File: src/rtl/common.sv
// Shared RV64 pipeline types: control bundle, stage payloads and data-bus request/response.
package common;

  typedef struct packed {
    logic       regWrite;
    logic [1:0] wbSelect;
    logic       memRead;
    logic       memWrite;
    logic [1:0] msize;
    logic       memUnsigned;
  } control_t;

  typedef struct packed {
    logic        valid;
    logic [63:0] pc;
    logic [63:0] alu_out;
    logic [63:0] srcb;
    logic [4:0]  dst;
    logic [63:0] sextimm;
    control_t    ctl;
  } execute_data_t;

  typedef struct packed {
    logic        valid;
    logic [63:0] pc;
    logic [63:0] alu_out;
    logic [63:0] sextimm;
    control_t    ctl;
    logic [4:0]  dst;
    logic [63:0] rd;
  } memory_data_t;

  typedef struct packed {
    logic        valid;
    logic [63:0] addr;
    logic [2:0]  size;
    logic [7:0]  strobe;
    logic [63:0] data;
  } dbus_req_t;

  typedef struct packed {
    logic        addr_ok;
    logic        data_ok;
    logic [63:0] data;
  } dbus_resp_t;

endpackage

File: src/rtl/memory_access.sv
// RV64 memory stage: one data-bus transaction per instruction, stalls until data_ok,
// aligns store lanes and extracts/extends load data.
module memory_access
  import common::*;
(
  input  logic          clk,
  input  logic          reset,
  input  execute_data_t dataE,
  input  logic          hold_i,
  output dbus_req_t     dreq,
  input  dbus_resp_t    dresp,
  output memory_data_t  dataM,
  output logic          stall_m,
  output logic          misalign_o
);

  localparam logic [1:0] IDLE = 2'd0;
  localparam logic [1:0] WAIT = 2'd1;
  localparam logic [1:0] DONE = 2'd2;

  logic [1:0]  state, state_nxt;
  logic [63:0] rbuf, ld_raw, ld_val, rd_val;
  logic [2:0]  off;
  logic [5:0]  sh;
  logic [7:0]  strb_base;
  logic        mem_op, aligned, req, done, ld_ok;
  logic        unused;

  assign unused = dresp.addr_ok;

  assign off    = dataE.alu_out[2:0];
  assign sh     = {off, 3'b000};
  assign mem_op = dataE.valid & (dataE.ctl.memRead | dataE.ctl.memWrite);

  always_comb begin
    aligned   = 1'b1;
    strb_base = 8'h01;
    case (dataE.ctl.msize)
      2'b00:   begin aligned = 1'b1;             strb_base = 8'h01; end
      2'b01:   begin aligned = ~off[0];          strb_base = 8'h03; end
      2'b10:   begin aligned = (off[1:0] == 2'b00); strb_base = 8'h0F; end
      default: begin aligned = (off == 3'b000);  strb_base = 8'hFF; end
    endcase
  end

  // DONE blocks re-issue while the completed result waits out a downstream hold
  assign req  = ~reset & mem_op & aligned & (state != DONE);
  assign done = req & dresp.data_ok;

  always_comb begin
    dreq.valid  = req;
    dreq.addr   = dataE.alu_out;
    dreq.size   = {1'b0, dataE.ctl.msize};
    dreq.strobe = dataE.ctl.memWrite ? 8'(strb_base << off) : 8'h00;
    dreq.data   = dataE.ctl.memWrite ? (dataE.srcb << sh) : 64'h0;
  end

  assign ld_raw = dresp.data >> sh;

  always_comb begin
    ld_val = 64'h0;
    case (dataE.ctl.msize)
      2'b00:   ld_val = dataE.ctl.memUnsigned ? {56'h0, ld_raw[7:0]}
                                              : {{56{ld_raw[7]}}, ld_raw[7:0]};
      2'b01:   ld_val = dataE.ctl.memUnsigned ? {48'h0, ld_raw[15:0]}
                                              : {{48{ld_raw[15]}}, ld_raw[15:0]};
      2'b10:   ld_val = dataE.ctl.memUnsigned ? {32'h0, ld_raw[31:0]}
                                              : {{32{ld_raw[31]}}, ld_raw[31:0]};
      default: ld_val = ld_raw;
    endcase
  end

  assign ld_ok = ~reset & mem_op & aligned & dataE.ctl.memRead;

  always_comb begin
    rd_val = 64'h0;
    if (ld_ok) begin
      if (state == DONE)       rd_val = rbuf;
      else if (dresp.data_ok)  rd_val = ld_val;
    end
  end

  assign stall_m    = req & ~dresp.data_ok;
  assign misalign_o = ~reset & mem_op & ~aligned;

  always_comb begin
    state_nxt = state;
    case (state)
      IDLE, WAIT: begin
        if (!req)                state_nxt = IDLE;
        else if (!dresp.data_ok) state_nxt = WAIT;
        else                     state_nxt = hold_i ? DONE : IDLE;
      end
      DONE:    if (!hold_i) state_nxt = IDLE;
      default: state_nxt = IDLE;
    endcase
  end

  always_ff @(posedge clk) begin
    if (reset) begin
      state <= IDLE;
      rbuf  <= 64'h0;
    end else begin
      state <= state_nxt;
      if (done) rbuf <= dataE.ctl.memRead ? ld_val : 64'h0;
    end
  end

  always_comb begin
    dataM.valid   = dataE.valid;
    dataM.pc      = dataE.pc;
    dataM.alu_out = dataE.alu_out;
    dataM.sextimm = dataE.sextimm;
    dataM.ctl     = dataE.ctl;
    dataM.dst     = dataE.dst;
    dataM.rd      = rd_val;
  end

endmodule

File: config.mk
export PLATFORM = sky130hd
export DESIGN_NAME = memory_access
export DESIGN_NICKNAME = d
export VERILOG_FILES = /design/src/rtl/common.sv /design/src/rtl/memory_access.sv
export SDC_FILE = /design/constraint.sdc
export NUM_CORES = 1
export LEC_CHECK = 0
export ABC_CLOCK_PERIOD_IN_PS = 1550
export BUFFER_PORTS_ARGS = -buffer_cell sky130_fd_sc_hd__buf_2
export CAP_MARGIN = 20
export CORE_AREA = 5 5 291 293
export CTS_CLUSTER_DIAMETER = 40
export DETAILED_ROUTE_END_ITERATION = 12
export DIE_AREA = 0 0 296 298
export PLACE_DENSITY_LB_ADDON = 0.15
export SLEW_MARGIN = 5
export SYNTH_ARGS = -nofsm -noshare
export SYNTH_HDL_FRONTEND = slang
export SYNTH_SLANG_ARGS = --single-unit
File: constraint.sdc
create_clock -name clk -period 1.55 [get_ports clk]
set_input_delay 0.0775 -clock clk [delete_from_list [all_inputs] [get_ports clk]]
set_output_delay 0.0775 -clock clk [all_outputs]
set_load 0.02 [all_outputs]
==> results.json, run 1 <==
{
  "cts_made_buffers": 9,
  "coreArea_mm2": 0.0816,
  "ys.flop_type": "dfxtp_1",
  "maxSlewHeadroom": 0.495,
  "async_flop_share": 0,
  "cp_num_cells": 10,
  "place.gp.congestion": 0.772,
  "synth_area_mm2": 0.00915,
  "grt_overflow": 0,
  "holdWs_ns": 0.0290,
  "switching_share": 0.378,
  "grt_pass1_wl_um": 77000,
  "status": "finished, violations left",
  "synth_top_area_share": 0.233,
  "die_w_um": 296,
  "synthTopCellsByArea": "buf_4 23%, dfxtp_1 14%, mux2i_1 10%, nand2_1 8.4%, o21ai_0 6.3%",
  "wl_um": 55700,
  "vdd_drop_max_mv": 0.528,
  "critical_path.max_fanout": 8,
  "cp.required_ns": 1.47,
  "synthToLayoutAreaGrowth_pct": 64.0,
  "p_seq_frac": 0.241,
  "dpl_worst_slack_ns": -0.726,
  "clk_pin_slew_worst_paths_ns": 0.05,
  "pwr-share-comb": 0.470,
  "violations": "negative setup slack",
  "antenna_found_initial": 17,
  "setup_viol": 179,
  "p_int_mw": 4.50,
  "dpl_cell_area_mm2": 0.0112,
  "cts_buffer_depth": 2,
  "cts_tree": "yes",
  "max_freq_mhz": 465,
  "cp.arrival_ns": 2.07,
  "cp-end-kind": "output pin",
  "crit_type": "reg -> out",
  "power_leakage_nw": 6.38,
  "htreeDepth": 3,
  "skew_ns": 0.00634,
  "drv_cap": 0,
  "clk_latency_ns": 0.36,
  "drtIter0Drc": 405,
  "dieHeight_um": 298,
  "portBuffers": 293,
  "grt_usage": 0.120,
  "finalCritPeriodShare": 1.39,
  "start_kind": "flop",
  "via_count": 9598,
  "fin_ws_ns": -0.601,
  "final_area_mm2": 0.0150,
  "crit_buf_inv": 4,
  "dpl.hpwl_um": 44200,
  "synth.avg_cell_area_um2": 7.22,
  "rr_worst_depth": 12,
  "drc": 0,
  "dp_cells": 2450,
  "yosysWarnings": 0,
  "wire_per_inst_um": 21.8,
  "max_stage_delay_ns": 0.32,
  "hold_path.class": "in -> reg",
  "cp_slowest_cell": "dfxtp_2",
  "nFillCells": 9172,
  "initial_core_util": 0.112,
  "yosys.area.top_type": "buf_4",
  "die_area_mm2": 0.0882,
  "yosys_register_bits": 66,
  "stdcell_count": 2551,
  "pwr-share-clk": 0.290,
  "critPathTopFamily": "simple AND/OR/NAND/NOR gates",
  "fin_util": 0.184,
  "synth_cell_types": 60,
  "crit_chain": "nand2b_4 -> nand4_1 -> buf_6 -> or2_4 -> buf_12 -> nor2_4 -> buf_12 -> a21oi_4 -> nand2_2 -> buf_6",
  "rr_startpoint": "state[0]",
  "synthCells": 1267,
  "crit_path_start": "state[0]",
  "ys_seq_area_frac": 0.144,
  "r2r-end": "rbuf[10]",
  "critPathCapture": "dataM[21]",
  "drt-vias-per-instance": 3.76,
  "row_count": 105,
  "maxSlewViolCount": 0,
  "synth_edf_count": 0,
  "netSwitchingPower_mw": 2.73,
  "ios": 751,
  "rsz0062_at_grt": "yes",
  "powerDensity_mw_per_mm2": 481,
  "post-route-min-period_ns": 2.15,
  "ant_nets": 0,
  "drt_first_pass_iters": 5,
  "hold_violations": 0,
  "clock-sinks": 66,
  "nNetsFinal": 1808,
  "drive_gt1_frac": 0.611,
  "ff2ff_setup_slack_ns": -0.39,
  "grt_max_degree": 49,
  "clockRootBuffer": "clkbuf_16",
  "grt_pass1_vias": 10000,
  "syn_nets": 1606,
  "tightest_slew_ns": 0.750
}
==> power by group through the flow <==
stage          Clock (mW)  Combinational (mW)  Sequential, mW
2_1_floorplan           0                2.30            1.77
3_3_place_gp            0                2.58            1.78
3_5_place_dp            0                2.56            1.78
4_1_cts              2.22                3.20            1.74
5_1_grt              2.28                3.60            1.74
6_report             2.09                3.39            1.74
==> per-stage QoR <==
stage / setup TNS (ns) / power [mW]
floorplan: -0.0775 / 4.07
global placement: -81.50 / 4.35
detailed placement: -83.33 / 4.34
CTS: -65.59 / 7.17
global route: -74.91 / 7.62
finish: -61.63 / 7.22
==> cells in the final DEF (no fill, tap or decap), types with 18 or more instances in the layout <==
cell     instances
o21ai_0         38
buf_6          149
buf_2          155
buf_4          194
a21oi_1         56
nor2_4          18
nor2_1          33
o21ai_2         46
nand2_4         24
mux2i_1         74
o21ai_1         21
nand2_1        157
buf_12          32
dfxtp_1         64
nand2_2         21
a21oi_2         26
nor2b_1         26
o21ai_4         25
==> synthesized netlist by cell type, drive strengths merged, types with 2 or more instances <==
cell,instances
o21a,9
o22ai,16
buf,333
a21o,9
and2,20
nor3b,7
nand3,17
clkbuf,30
o211ai,11
nor4,3
a21oi,91
nand2,206
a21boi,9
o221ai,4
nor2b,42
a211oi,19
inv,6
a31oi,5
dfxtp,66
mux2i,96
mux4,9
a22o,3
nand4,2
nor2,60
and3b,10
a211o,6
or2,5
o21ai,130
nor3,4
nand2b,7
mux2,25
==> per-layer routing <==
metal / GRT usage / part of all wire / vias to the layer above
met4: 0.0292 / 0.025 / 6
met2: 0.192 / 0.46 / 323
met5: 0 / 0.00072 / -
met1: 0.156 / 0.44 / 4678
li1: - / - / 4478
met3: 0.0390 / 0.075 / 113
==> worst reg2reg max path, cell delays in order, from the launching register on <==
cell and delay, ns:
dfxtp_2 0.32, nand2b_4 0.11, nand4_1 0.09, buf_6 0.16
buf_6 0.12, nor2_4 0.09, buf_12 0.14, and2_4 0.18
buf_8 0.14, o221ai_4 0.12, buf_6 0.14, buf_6 0.10
a31oi_4 0.16
==> kinds of logic (layout without fill, tap and decap cells) <==
| family | count (synthesis) | count (layout) | synth area share |
|---|---|---|---|
| simple gates | 385 | 385 | 0.203 |
| flops | 66 | 66 | 0.144 |
| compound gates | 316 | 316 | 0.209 |
| other cells | 1 | 8 | 0.000410 |
| buf+inv | 369 | 576 | 0.285 |
| mux | 130 | 130 | 0.159 |
==> worst min path at each step <==
| stage | depth (start not counted) | endpoint | start |
|---|---|---|---|
| finish | 3 | state[0] | dresp[64] |
| CTS | 3 | state[0] | dresp[64] |
| floorplan | 1 | state[0] | dresp[64] |
| global route | 3 | state[0] | dresp[64] |
| detailed placement | 0 | dataM[104] | dataE[35] |
| global placement | 0 | dataM[104] | dataE[35] |
==> final cells by class <==
cell class	count	area [µm²]	area share
clock inverter	6	57.6	0.00383
inverter	6	22.5	0.00150
timing repair buffer	554	5050	0.336
antenna	7	17.5	0.00117
clock buffer	10	229	0.0153
tap	1070	1340	0.0892
multi-input combinational	832	6970	0.464
sequential	66	1320	0.0882
==> sequential cells by signal (all words and copies together) (netlist names) <==
| name | flops |
|---|---|
| rbuf | 64 |
| state | 2 |
==> timing repair <==
item,4_1_cts,5_1_grt
endpoints found under the hold margin,1,0
cloned,9,1
endpoints found under the setup margin,186,199
pin swaps,93,71
hold buffers,1,0
setup buffers,52,32
gates resized for setup,555,187
No activity file was read; power rests on OpenSTA's default activity.
==> inputs of run 2 (changes only) <==
Settings changed: CORE_AREA 5 5 291 293 to 5 5 287 289, DIE_AREA 0 0 296 298 to 0 0 292 294, TNS_END_PERCENT set to 10.
==> run 2 against run 1 <==
Against the previous run: the flow still finishes with violations (negative setup slack); clock skew fell by 0.0020 ns; count of clock-buffer cells in the layout rose by 2; final cell count is 2.4% lower; non-clock buffer count shrank 54; hold slack worse by 0.0017 ns; die area shrank 2.7%; critical path depth stayed put; sequential power about the same; sequential share of layout area increased by 1.7 points; critical endpoint unchanged; largest power group unchanged.
==> results.json, run 2 (synthesis gave the netlist of run 1 again) <==
{
  "grt_max_degree": 52,
  "vdd_drop_max_mv": 0.484,
  "clk_latency_ns": 0.36,
  "cts_tree": "yes",
  "clk_pin_slew_worst_paths_ns": 0.06,
  "drt-vias-per-instance": 3.69,
  "crit_chain": "nand2b_4 -> nand4_1 -> buf_6 -> or2_4 -> buf_6 -> nor2_4 -> buf_12 -> a21oi_2 -> nand2_2 -> buf_6",
  "nNetsFinal": 1754,
  "cp-end-kind": "output pin",
  "setup_viol": 166,
  "cts_buffer_depth": 2,
  "die_w_um": 292,
  "place.gp.congestion": 0.796,
  "path_common_cell": "buf_6",
  "ant_nets": 0,
  "holdPathStages": 3,
  "regMostFlops": "rbuf",
  "powerDensity_mw_per_mm2": 503,
  "synthToLayoutAreaGrowth_pct": 37.5,
  "drc": 0,
  "power_leakage_nw": 5.51,
  "antenna_found_initial": 25,
  "drtIter0Drc": 436,
  "clockRootBuffer": "clkbuf_16",
  "cts_made_buffers": 9,
  "finalCritPeriodShare": 1.39,
  "start_kind": "flop",
  "coreArea_mm2": 0.0796,
  "violations": "negative setup slack",
  "wl_um": 52500,
  "largest_register_ffs": 64,
  "hold_start": "dresp[64]",
  "skew_ns": 0.00435,
  "hold_violations": 0,
  "fin_ws_ns": -0.612,
  "crit_type": "reg -> out",
  "maxSlewViolCount": 0,
  "drv_cap": 0,
  "ff2ff_setup_slack_ns": -0.22,
  "multi_input_area_mm2": 0.00581,
  "portBuffers": 293,
  "finalPower_mw": 6.32,
  "rr_worst_depth": 10,
  "cp.required_ns": 1.47,
  "crit_buf_inv": 4,
  "cp_slowest_cell": "dfxtp_2",
  "critPathTopFamily": "simple AND/OR/NAND/NOR gates",
  "grt_usage": 0.115,
  "whs_endpoint": "state[0]",
  "dieHeight_um": 294,
  "max_stage_delay_ns": 0.32,
  "critical_path.max_fanout": 7,
  "layout_commonest_cell": "buf_4",
  "cp.arrival_ns": 2.08,
  "grt_pass1_wl_um": 72100,
  "drive_gt1_frac": 0.486,
  "initial_core_util": 0.115,
  "wire_per_inst_um": 21.1,
  "rr_startpoint": "state[0]",
  "max_freq_mhz": 463,
  "row_count": 104,
  "rsz0062_at_grt": "yes",
  "status": "finished, violations left",
  "hold_path.class": "in -> reg",
  "dpl.hpwl_um": 44700,
  "post-route-min-period_ns": 2.16,
  "htreeDepth": 3,
  "top_regs": "rbuf x64, state x2",
  "die_area_mm2": 0.0858,
  "tightest_slew_ns": 0.686,
  "ios": 751,
  "r2r-end": "rbuf[9]",
  "maxSlewHeadroom": 0.538,
  "nFillCells": 9147,
  "via_count": 9186,
  "regArea_mm2": 0.00132,
  "grt_overflow": 0,
  "clock-sinks": 66,
  "grt_pass1_vias": 9375,
  "drt_first_pass_iters": 5,
  "fin_util": 0.158,
  "final_cell_mix": "206 x buf_4, 204 x buf_2, 190 x nand2_1"
}
==> run 2: final cells by class <==
class                      count  area share
multi-input combinational    832       0.462
timing repair buffer         500       0.303
clock buffer                  12      0.0188
tap                         1060       0.105
inverter                       6     0.00179
clock inverter                 3     0.00139
sequential                    66       0.105
antenna                       10     0.00199
==> run 2: stage by stage <==
stage	instance area (µm²)	TNS [ns]	worst slack, ns	instances	hold slack [ns]
6_report	12600	-47.27	-0.612	2489	0.0273
3_5_place_dp	11100	-68.48	-0.623	2450	0.155
4_1_cts	12100	-50.36	-0.670	2472	0.00613
2_1_floorplan	9240	-2.70	-0.0933	1267	0.154
5_1_grt	12600	-64.61	-0.673	2481	0.0208
3_3_place_gp	11100	-68.38	-0.639	2450	0.155
==> run 2: repair_timing <==
action                                  4_1_cts  5_1_grt
setup buffers                                 6        6
gates cloned                                  1        2
pin swaps                                    25       12
hold buffers                                  1        0
endpoints found under the hold margin         1        0
endpoints found under the setup margin      200      197
resized for setup                           221      101
==> run 2: routing by layer <==
layer	GRT usage	wire length [µm]	part of all wire	vias to the layer above
met3	0.0491	4720	0.090	115
met1	0.144	22700	0.43	4347
met2	0.180	23600	0.45	335
met5	0	110	0.0021	-
met4	0.0347	1440	0.027	16
li1	-	-	-	4373
==> run 2: worst max-delay path by stage <==
stage / from / cells after the start / end
6_report: state[0] / 10 / dataM[21]
5_1_grt: state[0] / 10 / dataM[21]
4_1_cts: state[0] / 10 / dataM[21]
3_5_place_dp: state[0] / 8 / dataM[5]
3_3_place_gp: state[0] / 8 / dataM[5]
2_1_floorplan: dataE[142] / 9 / dreq[38]
==> run 2: tightest hold or removal path, cell delays in order <==
cell	delay, ns
buf_2	0.10
buf_4	0.12
nor4_1	0.05
==> run 2: power breakdown <==
group / internal (mW) / switching (mW)
sequential: 1.73 / 0.0139
combinational: 1.13 / 1.56
clock: 1.07 / 0.825
total: 3.92 / 2.40
